===== config.mk =====
export PLATFORM = sky130hd
export DESIGN_NAME = noc_flit_injector
export DESIGN_NICKNAME = d
export VERILOG_FILES = /design/src/rtl/noc_flit_injector.sv
export SDC_FILE = /design/constraint.sdc
export NUM_CORES = 1
export LEC_CHECK = 0
export CORE_ASPECT_RATIO = 2
export CORE_MARGIN = 8
export CORE_UTILIZATION = 43
export DETAILED_ROUTE_END_ITERATION = 6
export PLACE_DENSITY_LB_ADDON = 0.15
export SYNTH_ARGS = -nofsm -noshare
export SYNTH_HDL_FRONTEND = slang
export SYNTH_SLANG_ARGS = --single-unit

===== constraint.sdc =====
create_clock -name clk -period 4 [get_ports clk]
set_input_delay 0.8 -clock clk [delete_from_list [all_inputs] [get_ports clk]]
set_output_delay 0.8 -clock clk [all_outputs]
set_load 0.02 [all_outputs]

===== src/rtl/noc_flit_injector.sv =====
// Network-interface transmitter: packetizes payload words into head/body/tail flits on two VCs
// with credit flow control. Define NOC_INJ_VC_RR_EN for round-robin VC choice (default: VC0 priority).
module noc_flit_injector #(
  parameter int DEPTH = 4
) (
  input  logic        clk,
  input  logic        rst,
  input  logic [1:0]  my_xpos,
  input  logic [1:0]  my_ypos,
  input  logic        s_valid,
  output logic        s_ready,
  input  logic [31:0] s_data,
  input  logic        s_last,
  input  logic [1:0]  s_dst_x,
  input  logic [1:0]  s_dst_y,
  output logic [34:0] odata,
  output logic        ovalid,
  output logic        ovch,
  input  logic [1:0]  iack,
  input  logic [1:0]  ilck,
  output logic        credit_err
);

  localparam logic [3:0] DEPTH_L = 4'(DEPTH);

  typedef enum logic {IDLE, PAYLOAD} state_t;

  state_t          state_reg, state_next;
  logic            cur_vc_reg, cur_vc_next;
  logic [1:0][3:0] credit_reg;
  logic            credit_err_reg;
  logic [1:0]      credit_ok;
  logic [1:0]      eligible;
  logic [1:0]      dec;
  logic [1:0]      inc;
  logic [1:0]      err_set;
  logic            chosen;
  logic            issue;
  logic            issue_vc;
  logic            head_issue;
  logic [34:0]     flit;

  genvar gi;
  generate
    for (gi = 0; gi < 2; gi++) begin : g_vc
      assign credit_ok[gi] = (credit_reg[gi] != 4'd0);
      assign eligible[gi]  = credit_ok[gi] && !ilck[gi];
      assign dec[gi]       = issue && (issue_vc == 1'(gi));
      // An ack with a full counter is a protocol error and must not overflow it
      assign err_set[gi]   = iack[gi] && (credit_reg[gi] == DEPTH_L);
      assign inc[gi]       = iack[gi] && !err_set[gi];
    end
  endgenerate

  always_ff @(posedge clk or posedge rst) begin
    if (rst) begin
      for (int v = 0; v < 2; v++) credit_reg[v] <= DEPTH_L;
      credit_err_reg <= 1'b0;
    end else begin
      for (int v = 0; v < 2; v++) begin
        if (dec[v] && !inc[v])
          credit_reg[v] <= credit_reg[v] - 4'd1;
        else if (inc[v] && !dec[v])
          credit_reg[v] <= credit_reg[v] + 4'd1;
      end
      if (|err_set) credit_err_reg <= 1'b1;
    end
  end

  assign credit_err = credit_err_reg;
  assign head_issue = issue && (state_reg == IDLE);

`ifdef NOC_INJ_VC_RR_EN
  logic rr_ptr_reg;

  always_comb begin
    chosen = !eligible[0];
    if (&eligible) chosen = rr_ptr_reg;
  end

  always_ff @(posedge clk or posedge rst) begin
    if (rst)             rr_ptr_reg <= 1'b0;
    else if (head_issue) rr_ptr_reg <= !chosen;
  end
`else
  assign chosen = !eligible[0];
`endif

  always_comb begin
    state_next  = state_reg;
    cur_vc_next = cur_vc_reg;
    s_ready     = 1'b0;
    issue       = 1'b0;
    issue_vc    = cur_vc_reg;
    flit        = '0;
    case (state_reg)
      IDLE: begin
        // Head only peeks the destination; the payload word stays pending
        if (s_valid && (|eligible)) begin
          issue       = 1'b1;
          issue_vc    = chosen;
          cur_vc_next = chosen;
          flit        = {2'b01, s_dst_x, s_dst_y, my_xpos, my_ypos, 25'd0};
          state_next  = PAYLOAD;
        end
      end
      PAYLOAD: begin
        s_ready = credit_ok[cur_vc_reg];
        if (s_valid && s_ready) begin
          issue = 1'b1;
          flit  = {(s_last ? 2'b10 : 2'b00), 1'b0, s_data};
          if (s_last) state_next = IDLE;
        end
      end
      default: state_next = IDLE;
    endcase
  end

  always_ff @(posedge clk or posedge rst) begin
    if (rst) begin
      state_reg  <= IDLE;
      cur_vc_reg <= 1'b0;
      ovalid     <= 1'b0;
      odata      <= '0;
      ovch       <= 1'b0;
    end else begin
      state_reg  <= state_next;
      cur_vc_reg <= cur_vc_next;
      ovalid     <= issue;
      if (issue) begin
        odata <= flit;
        ovch  <= issue_vc;
      end
    end
  end

endmodule


==> results.md, run 1 <==
- Maximum VDD drop: 0.517 mV
- Mapped Avg Cell Area: 12.4 µm²
- Min Clock Period, post-route: 3.30 ns
- PD cells: 861 nW/µm²
- Post-CTS sizing: 0
- Total CTS buffers: 5
- Net Count, Synth: 237
- Worst reg2reg path depth: 10
- Crit path launch: s_valid
- Input/output buffers: 86
- Max reg flops: 35
- Critical Path End Type: flip-flop
- Relative slew slack: 33.7%
- Commonest non-fill, non-tap cell in the layout: clkdlybuf4s50_1
- Clk Latency, worst-skew pair: 0.31 ns
- Site Rows: 37
- Total design power: 2.78 mW
- Sequential share of the synthesized area: 53.8%
- Final setup fails: 0
- HPWL Detailed: 4580 µm
- CTS max path bufs: 2
- DR pass1 iterations: 4
- Setup Fix Bufs, Post-CTS: 0
- Measured slew at the worst slew-check pin: 0.993 ns
- Iter 0 DRT Violations: 85
- LEAKAGE: 1.45 nW
- Post-synthesis async set-or-reset flop share: 100%
- Largest fanout on the critical path: 8
- Worst EP arrival: 3.50 ns
- Worst Setup Start Kind: primary input
- DP Area: 3110 µm²
- Post-synthesis cell area: 2240 µm²
- Residual DRC: 0
- # diodes: 0
- Worst Hold Depth: 2
- Mapped Cells: 181
- Count of final hold-check violations: 0
- CTS tree: built
- Area grow syn2layout: 44.5%
- Root Buffer: clkbuf_8
- Starting Density: 44.0%
- NumNets Final: 323
- Total GRT Usage: 16.0%
- Antenna viol nets, final: 0
- Global route overflow: 0
- Worst r2r src: credit_reg[7]$_DFFE_PP0P_
- H-tree levels: 2
- Die Y-Extent: 118 µm
- Pin count of the biggest net entering global routing: 49
- Netlist cell types: 36
- Setup_tns: 0 ns
- Status: completed
- Overall die width: 67.0 µm
- Number of antenna violations at the first check in global routing: 0
- Total core area: 5090 µm²
- Vias per cell: 5.59
- Max Clock Skew: 0.0114 ns
- WS Path Type: primary input to flip-flop
- Worst Hold Path EP: credit_err$_DFFE_PP0P_
- Via count: 1822
- Worst EP required: 4.19 ns
- R2r endpoint: credit_reg[7]$_DFFE_PP0P_
- Register bit total from synthesis: 48
- Unrepaired setup endpoints after global routing: no
- Number of global-route vias before repair: 1844
- Routability cong.: 0.829
- Commonest non-fill, non-tap cells in the layout: clkdlybuf4s50_1, dfrtp_1, a22o_1
- Worst min path class: flip-flop to flip-flop
- I/O Pins: 87
- EDFF count, synth: 0
- Util after Layout: 63.5%
- CTS clk-pin slew, worst paths: 0.09 ns
- Cts hold-fix bufs: 0
- Yosys warning total: 0
- Max Cap Viol: 0
- Final instance area: 3230 µm²
- Main synth FF type: dfrtp_1
- Min-delay src: credit_err$_DFFE_PP0P_
- Slew Limit Fails: 0
- Routed WL: 6230 µm
- First-pass GRT wire length: 9720 µm
- CTS sink count: 48
- Fraction of layout cells with a size suffix above 1: 7.09%
- Fin crit share: 82.6%
- Filler cells: 438
- Reg2Reg Setup Slack: 1.08 ns
- WL per Instance: 19.1 µm
- Max Clk Rate: 0.303 GHz
- Die ar.: 7910 µm²
[through the flow]
stage | hold WS [ns] | worst slack, ns | instances
after CTS | 0.507 | 0.708 | 326
after floorplan | 0.513 | 1.08 | 181
after global routing | 0.516 | 0.538 | 326
after global placement | 0.466 | 0.520 | 318
after detailed placement | 0.476 | 0.376 | 318
final | 0.504 | 0.697 | 326
[routing by layer]
metal | vias to the layer above | part of all wire, % | global-route usage [%]
met1 | 902 | 37 | 17.3
met4 | 0 | 2.7 | 6.59
met3 | 9 | 6.4 | 4.86
met2 | 64 | 54 | 27.3
met5 | - | 0 | 0
li1 | 847 | - | -
[cell families after synthesis]
kind of cell / after synthesis / share of synthesized area (%)
XOR/XNOR: 4 / 1.57
buffers and inverters: 21 / 5.31
AO/OA/AOI/OAI: 53 / 21.9
AND/OR/NAND/NOR: 43 / 10.0
flip-flops: 48 / 53.8
multiplexers: 4 / 2.35
adder cells (fa/ha/maj): 8 / 5.14
[critical path, cell delays in order]
cell	delay, ns
clkdlybuf4s50_1	0.61
o41ai_4	0.15
o22ai_2	0.35
mux2i_4	0.12
nor2_1	0.13
ha_1	0.25
ha_1	0.26
a21o_1	0.20
a2111oi_0	0.39
nand4b_1	0.17
nand3_1	0.07
[power breakdown]
part,total (mW),switching [mW],internal (mW)
logic,1.47,0.751,0.714
registers,0.943,0.211,0.732
clock network,0.376,0.171,0.205
total,2.78,1.13,1.65
[synth_stat cells (all sizes together), types with 3 or more instances]
library cell | count | area (µm²)
a221o | 7 | 70.1
o41ai | 3 | 71.3
buf | 7 | 66.3
nor2 | 3 | 11.3
ha | 6 | 75.1
dfrtp | 46 | 1150
o21ai | 4 | 20.0
nor3 | 6 | 30.0
mux2i | 4 | 52.6
a21o | 3 | 22.5
nand2 | 12 | 45.0
inv | 12 | 45.0
nand3 | 6 | 30.0
and3 | 8 | 50.1
a22o | 27 | 236
[cell type report]
cell class | count | area [µm²] | area share (%)
inverter | 12 | 45.0 | 1.39
clock inverter | 2 | 38.8 | 1.20
sequential | 48 | 1200 | 37.2
clock buffer | 6 | 82.6 | 2.55
timing repair buffer | 88 | 876 | 27.1
tap | 58 | 72.6 | 2.24
multi-input combinational | 112 | 916 | 28.3
[how the worst max path moves through the flow]
| stage | end | slack [ns] |
|---|---|---|
| global placement | credit_reg[7]$_DFFE_PP0P_ | 0.52 |
| CTS | credit_reg[7]$_DFFE_PP0P_ | 0.71 |
| global route | credit_reg[7]$_DFFE_PP0P_ | 0.54 |
| floorplan | credit_reg[7]$_DFFE_PP0P_ | 1.08 |
| finish | credit_reg[7]$_DFFE_PP0P_ | 0.70 |
| detailed placement | credit_reg[7]$_DFFE_PP0P_ | 0.38 |
Note: power is estimated with default switching activity, not from simulation.
==> run 2: changes to the inputs <==
==> constraint.sdc (replaced) <==
create_clock -name clk -period 3.3 [get_ports clk]
set_input_delay 0.66 -clock clk [delete_from_list [all_inputs] [get_ports clk]]
set_output_delay 0.66 -clock clk [all_outputs]
set_load 0.02 [all_outputs]
==> run 2 against run 1 <==
Non-clock buffer count rose by 3. Via count fell by 2.1%. Core utilization fell by 0.42 points. Worst hold slack got worse by 0.018 ns. Combinational power rose by 22%. Global-route usage rose by 0.35 points. Cell count rose by 0.61%. Sequential cell count did not move. Critical path depth did not move. Critical endpoint unchanged. Worst setup slack got worse by 0.40 ns.
==> results.md, run 2 (synthesis results as in run 1) <==
- Status: completed
- Max Clock Skew: 0.00593 ns (-0.00551 ns)
- Routed WL: 6190 µm (-0.69%)
- CTS max path bufs: 2 (unchanged)
- Fin crit share: 91.1%
- Iter 0 DRT Violations: 79 (-7.1%)
- Pin count of the biggest net entering global routing: 37 (-24%)
- Comb power frac: 54.8% (+2.2 points)
- Final setup fails: 0 (unchanged)
- Total core area: 5090 µm² (unchanged)
- Cts hold-fix bufs: 0 (unchanged)
- CP most frequent cell: ha_1
- Net Sw Power: 1.36 mW (+20%)
- LEAKAGE: 1.44 nW (-0.36%)
- Final instance area: 3210 µm² (-0.66%)
- Commonest non-fill, non-tap cell in the layout: clkdlybuf4s50_1
- H-tree levels: 2 (unchanged)
- Sw Ratio: 41.6% (+0.86 points)
- Max Cap Viol: 0 (unchanged)
- Critical Path End Type: flip-flop
- Fraction of layout cells with a size suffix above 1: 7.41% (+0.32 points)
- Overall die width: 67.0 µm (unchanged)
- Area grow syn2layout: 43.5%
- Internal power: 1.91 mW (+15%)
- First-pass GRT wire length: 9990 µm (+2.8%)
- Die Y-Extent: 118 µm (unchanged)
- Worst EP arrival: 3.19 ns (-0.31 ns)
- Min Clock Period, post-route: 3.01 ns
- Total GRT Usage: 16.4% (+0.35 points)
- # diodes: 0 (unchanged)
- Buf/Inv on CP: 1 (unchanged)
- Root Buffer: clkbuf_8
- Measured slew at the worst slew-check pin: 0.370 ns (-0.623 ns)
- DR pass1 iterations: 5 (+1)
- Post-CTS sizing: 0 (unchanged)
- Placed Cells: 321 (+0.94%)
- WS Path Type: primary input to flip-flop
- Starting Density: 44.0% (unchanged)
- Number of antenna violations at the first check in global routing: 0 (unchanged)
- Filler cells: 434 (-0.91%)
- Die ar.: 7910 µm² (unchanged)
- Setup Fix Bufs, Post-CTS: 0 (unchanged)
- Worst stage delay on the critical path: 0.63 ns (+0.02 ns)
- Worst path cell trace: clkdlybuf4s50_1, o41ai_4, nor3_1, o21bai_1, nor2_1, ha_1, ha_1, a21o_1, a2111oi_0, nand4b_1, nand3_1
- Maximum VDD drop: 0.581 mV (+12%)
- WL per Instance: 18.9 µm (-1.3%)
- Antenna viol nets, final: 0 (unchanged)
- Commonest non-fill, non-tap cells in the layout: clkdlybuf4s50_1, dfrtp_1, a22o_1
- Input/output buffers: 86 (unchanged)
- Crit-path leading delay family: compound AO/OA/AOI/OAI gates
- Count of final hold-check violations: 0 (unchanged)
- PD cells: 1010 nW/µm² (+18%)
- Util after Layout: 63.1% (-0.42 points)
- Unrepaired setup endpoints after global routing: no
- Seq pwr share: 35.0% (+1.1 points)
- Slew Limit Fails: 0 (unchanged)
- Total CTS buffers: 5 (unchanged)
- Site Rows: 37 (unchanged)
- Relative slew slack: 74.7% (+41 points)
- Setup_tns: 0 ns (unchanged)
- Residual DRC: 0 (unchanged)
- Multi-input gate area: 916 µm² (unchanged)
- Worst Setup Start Kind: primary input
- Vias per cell: 5.44 (-2.7%)
- CTS sink count: 48 (unchanged)
- CTS clk-pin slew, worst paths: 0.08 ns (about the same)
- NumNets Final: 326 (+0.93%)
- Routability cong.: 0.792 (-4.5%)
- Largest fanout on the critical path: 4 (-4)
- Clk pwr share: 10.1% (-3.4 points)
- Worst min path class: flip-flop to flip-flop
- DP Area: 3140 µm² (+0.72%)
- Via count: 1783 (-2.1%)
- Post-Layout Cell Count: 328 (+0.61%)
- Number of global-route vias before repair: 1894 (+2.7%)
- Global route overflow: 0 (unchanged)
- Worst EP required: 3.49 ns (-0.70 ns)
- Max Clk Rate: 0.333 GHz
- I/O Pins: 87 (unchanged)
- Hold Slack: 0.486 ns (-0.0184 ns)
- CP max stage cell: clkdlybuf4s50_1
- Max reg flops: 35 (unchanged)
- HPWL Detailed: 4700 µm (+2.7%)
- Register area: 1200 µm² (unchanged)
- Clk Latency, worst-skew pair: 0.30 ns (about the same)
- CTS tree: built
## run 2: cell count changes in the layout (fill, tap and decap cells not counted)
| cell | previous run | this run |
|---|---|---|
| buf_4 | 2 | 5 |
| bufinv_16 | 1 | 0 |
| clkbuf_1 | 0 | 1 |
| clkbuf_8 | 6 | 5 |
| clkinv_2 | 0 | 1 |
| clkinv_4 | 1 | 0 |
## run 2: per-layer routing
metal,global-route usage [%],wire [µm]
met4,7.11,153
met2,28.1,3430
met3,4.86,322
met1,17.5,2280
met5,0,0
## run 2: tightest hold or removal path: cells and delay by family, from the launching register on
family | cells | cell delay (ns)
AO/OA/AOI/OAI | 1 | 0.05
AND/OR/NAND/NOR | 1 | 0.06
flip-flops | 1 | 0.35
## run 2: path summary, 6_finish.rpt
check / startpoint / to / slack, ns / cells past startpoint
worst max-delay path: s_valid / credit_reg[7]$_DFFE_PP0P_ / 0.29 / 11
worst min-delay path: credit_err$_DFFE_PP0P_ / credit_err$_DFFE_PP0P_ / 0.49 / 2
worst max register to register: credit_reg[3]$_DFFE_PP0P_ / credit_reg[7]$_DFFE_PP0P_ / 0.50 / 10
min in group asynchronous: rst / odata[12]$_DFFE_PP0P_ / 0.63 / 2
max in group asynchronous: rst / credit_reg[6]$_DFFE_PP1P_ / 1.90 / 3
worst min register to register: credit_err$_DFFE_PP0P_ / credit_err$_DFFE_PP0P_ / 0.49 / 2
## run 2: stage by stage
stage	worst slack (ns)	total power, mW
2_1_floorplan	0.395	2.23
6_report	0.293	3.26
5_1_grt	0.00363	3.49
3_5_place_dp	-0.0417	2.96
4_1_cts	0.285	3.31
3_3_place_gp	0.101	2.93
## run 2: cell type report
class / count / area share (%)
Clock buffer: 6 / 2.26
Clock inverter: 1 / 0.156
Inverter: 12 / 1.40
Multi-Input combinational cell: 112 / 28.5
Sequential cell: 48 / 37.5
Tap cell: 58 / 2.26
Timing Repair Buffer: 91 / 28.0
## run 2: power by group through the flow
stage / Combinational (mW) / Clock (mW) / Sequential (mW)
finish: 1.79 / 0.330 / 1.14
global route: 1.93 / 0.367 / 1.19
CTS: 1.82 / 0.342 / 1.14
detailed placement: 1.81 / 0 / 1.15
global placement: 1.79 / 0 / 1.14
floorplan: 0.851 / 0 / 1.38
==> run 3: changes to the inputs <==
--- a/config.mk
+++ b/config.mk
@@ -5,10 +5,12 @@
 export SDC_FILE = /design/constraint.sdc
 export NUM_CORES = 1
 export LEC_CHECK = 0
+export ABC_AREA = 1
 export CORE_ASPECT_RATIO = 2
 export CORE_MARGIN = 8
-export CORE_UTILIZATION = 43
+export CORE_UTILIZATION = 44
 export DETAILED_ROUTE_END_ITERATION = 6
+export MAX_ROUTING_LAYER = met4
 export PLACE_DENSITY_LB_ADDON = 0.15
 export SYNTH_ARGS = -nofsm -noshare
 export SYNTH_HDL_FRONTEND = slang
==> run 3 against run 2 <==
Worst hold slack better by 0.0018 ns. Sequential cell count unchanged. Largest power group unchanged. Non-clock buffer count grew 2.
==> results.md, run 3 <==
- Total core area: 5140 µm² (+0.91%)
- H-tree levels: 2 (unchanged)
- LEAKAGE: 1.60 nW (+11%)
- Iter 0 DRT Violations: 84 (+6.3%)
- Input/output buffers: 86 (unchanged)
- First-pass GRT wire length: 11000 µm (+10%)
- CTS sink count: 48 (unchanged)
- Worst r2r src: credit_reg[5]$_DFFE_PP0P_
- Crit path launch: s_valid
- Global route overflow: 0 (unchanged)
- Comb power frac: 55.9% (+1.1 points)
- Slew Limit Fails: 0 (unchanged)
- Site Rows: 37 (unchanged)
- Maximum VDD drop: 0.572 mV (-1.5%)
- Worst EP required: 3.50 ns (about the same)
- PD cells: 999 nW/µm² (-1.6%)
- Top-count cell post-synth: nand3_1
- Post-synthesis async set-or-reset flop share: 100% (unchanged)
- Vias per cell: 5.29 (-2.7%)
- Final instance area: 3340 µm² (+3.8%)
- CTS max path bufs: 2 (unchanged)
- Hold Slack: 0.488 ns (+0.00179 ns)
- DR pass1 iterations: 4 (-1)
- Post-CTS sizing: 0 (unchanged)
- Worst reg2reg path depth: 15 (+5)
- Unrepaired setup endpoints after global routing: no
- Internal power: 1.87 mW (-1.9%)
- Min Clock Period, post-route: 2.71 ns (-0.299 ns)
- Clk Latency, worst-skew pair: 0.30 ns (about the same)
- Residual DRC: 0 (unchanged)
- Yosys warning total: 0 (unchanged)
- Mapped Avg Cell Area: 9.03 µm² (-27%)
- Measured slew at the worst slew-check pin: 0.438 ns (+0.0680 ns)
- Sequential share of the synthesized area: 51.3% (-2.5 points)
- Max Clk Rate: 0.369 GHz (+11%)
- Critical Path End Type: flip-flop
- Net Count, Synth: 316 (+33%)
- Max Clock Skew: 0.00250 ns (-0.00344 ns)
- Pin count of the biggest net entering global routing: 38 (+2.7%)
- Worst Setup Start Kind: primary input
- # diodes: 0 (unchanged)
- Pre-CTS setup slack: 0.275 ns (+0.316 ns)
- Reg2Reg Setup Slack: 0.80 ns (+0.30 ns)
- Max reg flops: 35 (unchanged)
- Main synth FF type: dfrtp_1
- Util after Layout: 64.9% (+1.8 points)
- Status: completed
- Starting Density: 45.7% (+1.7 points)
- Relative slew slack: 70.8% (-3.9 points)
- Leading area contributor after synthesis: dfrtp_1
- Die ar.: 8070 µm² (+2.1%)
- Total GRT Usage: 18.1% (+1.8 points)
- Worst min path class: flip-flop to flip-flop
- Net Sw Power: 1.46 mW (+7.9%)
- Sw Ratio: 43.9% (+2.3 points)
- Routability cong.: 0.858 (+8.4%)
- Seq pwr share: 33.1% (-1.9 points)
- Cts hold-fix bufs: 0 (unchanged)
- Antenna viol nets, final: 0 (unchanged)
- Number of antenna violations at the first check in global routing: 0 (unchanged)
- Number of global-route vias before repair: 2235 (+18%)
- Via count: 2136 (+20%)
- Total CTS buffers: 5 (unchanged)
- NumNets Final: 401 (+23%)
- Fraction of layout cells with a size suffix above 1: 8.38% (+0.97 points)
- Post-route worst setup slack: 0.592 ns (+0.299 ns)
- Die Y-Extent: 119 µm (+1.1%)
- Overall die width: 67.7 µm (+0.96%)
- Largest fanout on the critical path: 9 (+5)
- Fin crit share: 82.1% (-9.1 points)
- Commonest non-fill, non-tap cell in the layout: clkdlybuf4s50_1
- CTS clk-pin slew, worst paths: 0.09 ns (about the same)
- Total design power: 3.33 mW (+2.2%)
- Worst EP arrival: 2.91 ns (-0.28 ns)
- HPWL Detailed: 5190 µm (+10%)
- Register bit total from synthesis: 48 (unchanged)
- Mapped Cells: 260 (+44%)
- DP Area: 3240 µm² (+3.4%)
- Post-Layout Cell Count: 404 (+23%)
- Commonest cells in the netlist: nand3_1, nand2_1, dfrtp_1
- WS Path Type: primary input to flip-flop
- WL per Instance: 17.0 µm (-10%)
- Synth top area cells: dfrtp_1, nand3_1, nand2_1
- R2r endpoint: credit_reg[7]$_DFFE_PP0P_
- Setup_tns: 0 ns (unchanged)
- Root Buffer: clkbuf_8
- Post-synthesis cell area: 2350 µm² (+4.9%)
- I/O Pins: 87 (unchanged)
- Setup crit end: credit_reg[7]$_DFFE_PP0P_
- Synth top area share: 49.0% (-2.4 points)
- Max Cap Viol: 0 (unchanged)
- Final setup fails: 0 (unchanged)
- Clk pwr share: 11.1% (+1.0 points)
- CTS tree: built
- Count of final hold-check violations: 0 (unchanged)
- EDFF count, synth: 0 (unchanged)
- Routed WL: 6860 µm (+11%)
- Commonest non-fill, non-tap cells in the layout: clkdlybuf4s50_1, nand3_1, nand2_1
- Netlist cell types: 28 (-22%)
- Area grow syn2layout: 42.0%
- Setup Fix Bufs, Post-CTS: 0 (unchanged)
- Placed Cells: 396 (+23%)
-- run 3: cell types whose count changed in the layout (fill, tap and decap cells not counted), moves of 3 or more --
cell     previous run  this run
nand3_1             6        73
nand2_1            12        59
a22o_1             27         0
and3_1              8         0
nand4_1             0         8
a221o_1             7         0
nor3_1              6         0
a21o_1              3         0
mux2i_1             3         0
-- run 3: cell families after synthesis --
group                      Yosys count  synth area share, %
DFF                                 48                 51.3
adders and majority gates            8                 4.90
AOI/OAI and AO/OA                   11                 3.46
xor gates and xnor gates             6                 2.24
buffers and inverters               30                 6.29
and+or+nand+nor                    157                 31.9
-- run 3: worst min-delay path by stage --
stage,startpoint,depth (start not counted),slack [ns],to
floorplan,credit_reg[2]$_DFFE_PP1P_,2,0.48,credit_reg[2]$_DFFE_PP1P_
global placement,odata[33]$_DFFE_PP0P_,2,0.45,odata[33]$_DFFE_PP0P_
detailed placement,odata[33]$_DFFE_PP0P_,2,0.47,odata[33]$_DFFE_PP0P_
CTS,odata[33]$_DFFE_PP0P_,2,0.49,odata[33]$_DFFE_PP0P_
global route,odata[33]$_DFFE_PP0P_,2,0.52,odata[33]$_DFFE_PP0P_
finish,odata[33]$_DFFE_PP0P_,2,0.49,odata[33]$_DFFE_PP0P_
-- run 3: final cells by class --
cell class | instances | area [µm²]
Inverter | 15 | 56.3
Sequential cell | 48 | 1200
Fill cell | 460 | 1800
Multi-Input combinational cell | 182 | 997
Clock inverter | 2 | 10.0
Clock buffer | 6 | 82.6
Timing Repair Buffer | 93 | 913
Tap cell | 58 | 72.6
-- run 3: critical path: stages --
cell and delay [ns]:
clkdlybuf4s50_1 0.52, inv_2 0.06, nor3_2 0.12, nand2_2 0.10, nand2_4 0.13, inv_2 0.06, nand2_1 0.08, nand2_1 0.07
inv_1 0.06, ha_1 0.23, ha_1 0.29, a21oi_1 0.14, and2_1 0.14, nor2_1 0.04, o21bai_1 0.14, nand2_1 0.06
-- run 3: power groups by stage --
stage                     logic (mW)  registers (mW)  clock network, mW
after floorplan                0.884            1.34                  0
after global placement          1.85            1.10                  0
after detailed placement        1.88            1.11                  0
after CTS                       1.89            1.10              0.381
after global routing            2.03            1.14              0.401
final                           1.86            1.10              0.368
-- run 3: routing by layer --
layer,GRT usage [%],up-vias,share of wire [%]
met4,6.98,0,1.7
li1,-,1034,-
met3,3.76,10,4.2
met1,19.2,1037,39
met5,-,-,0
met2,31.2,55,55
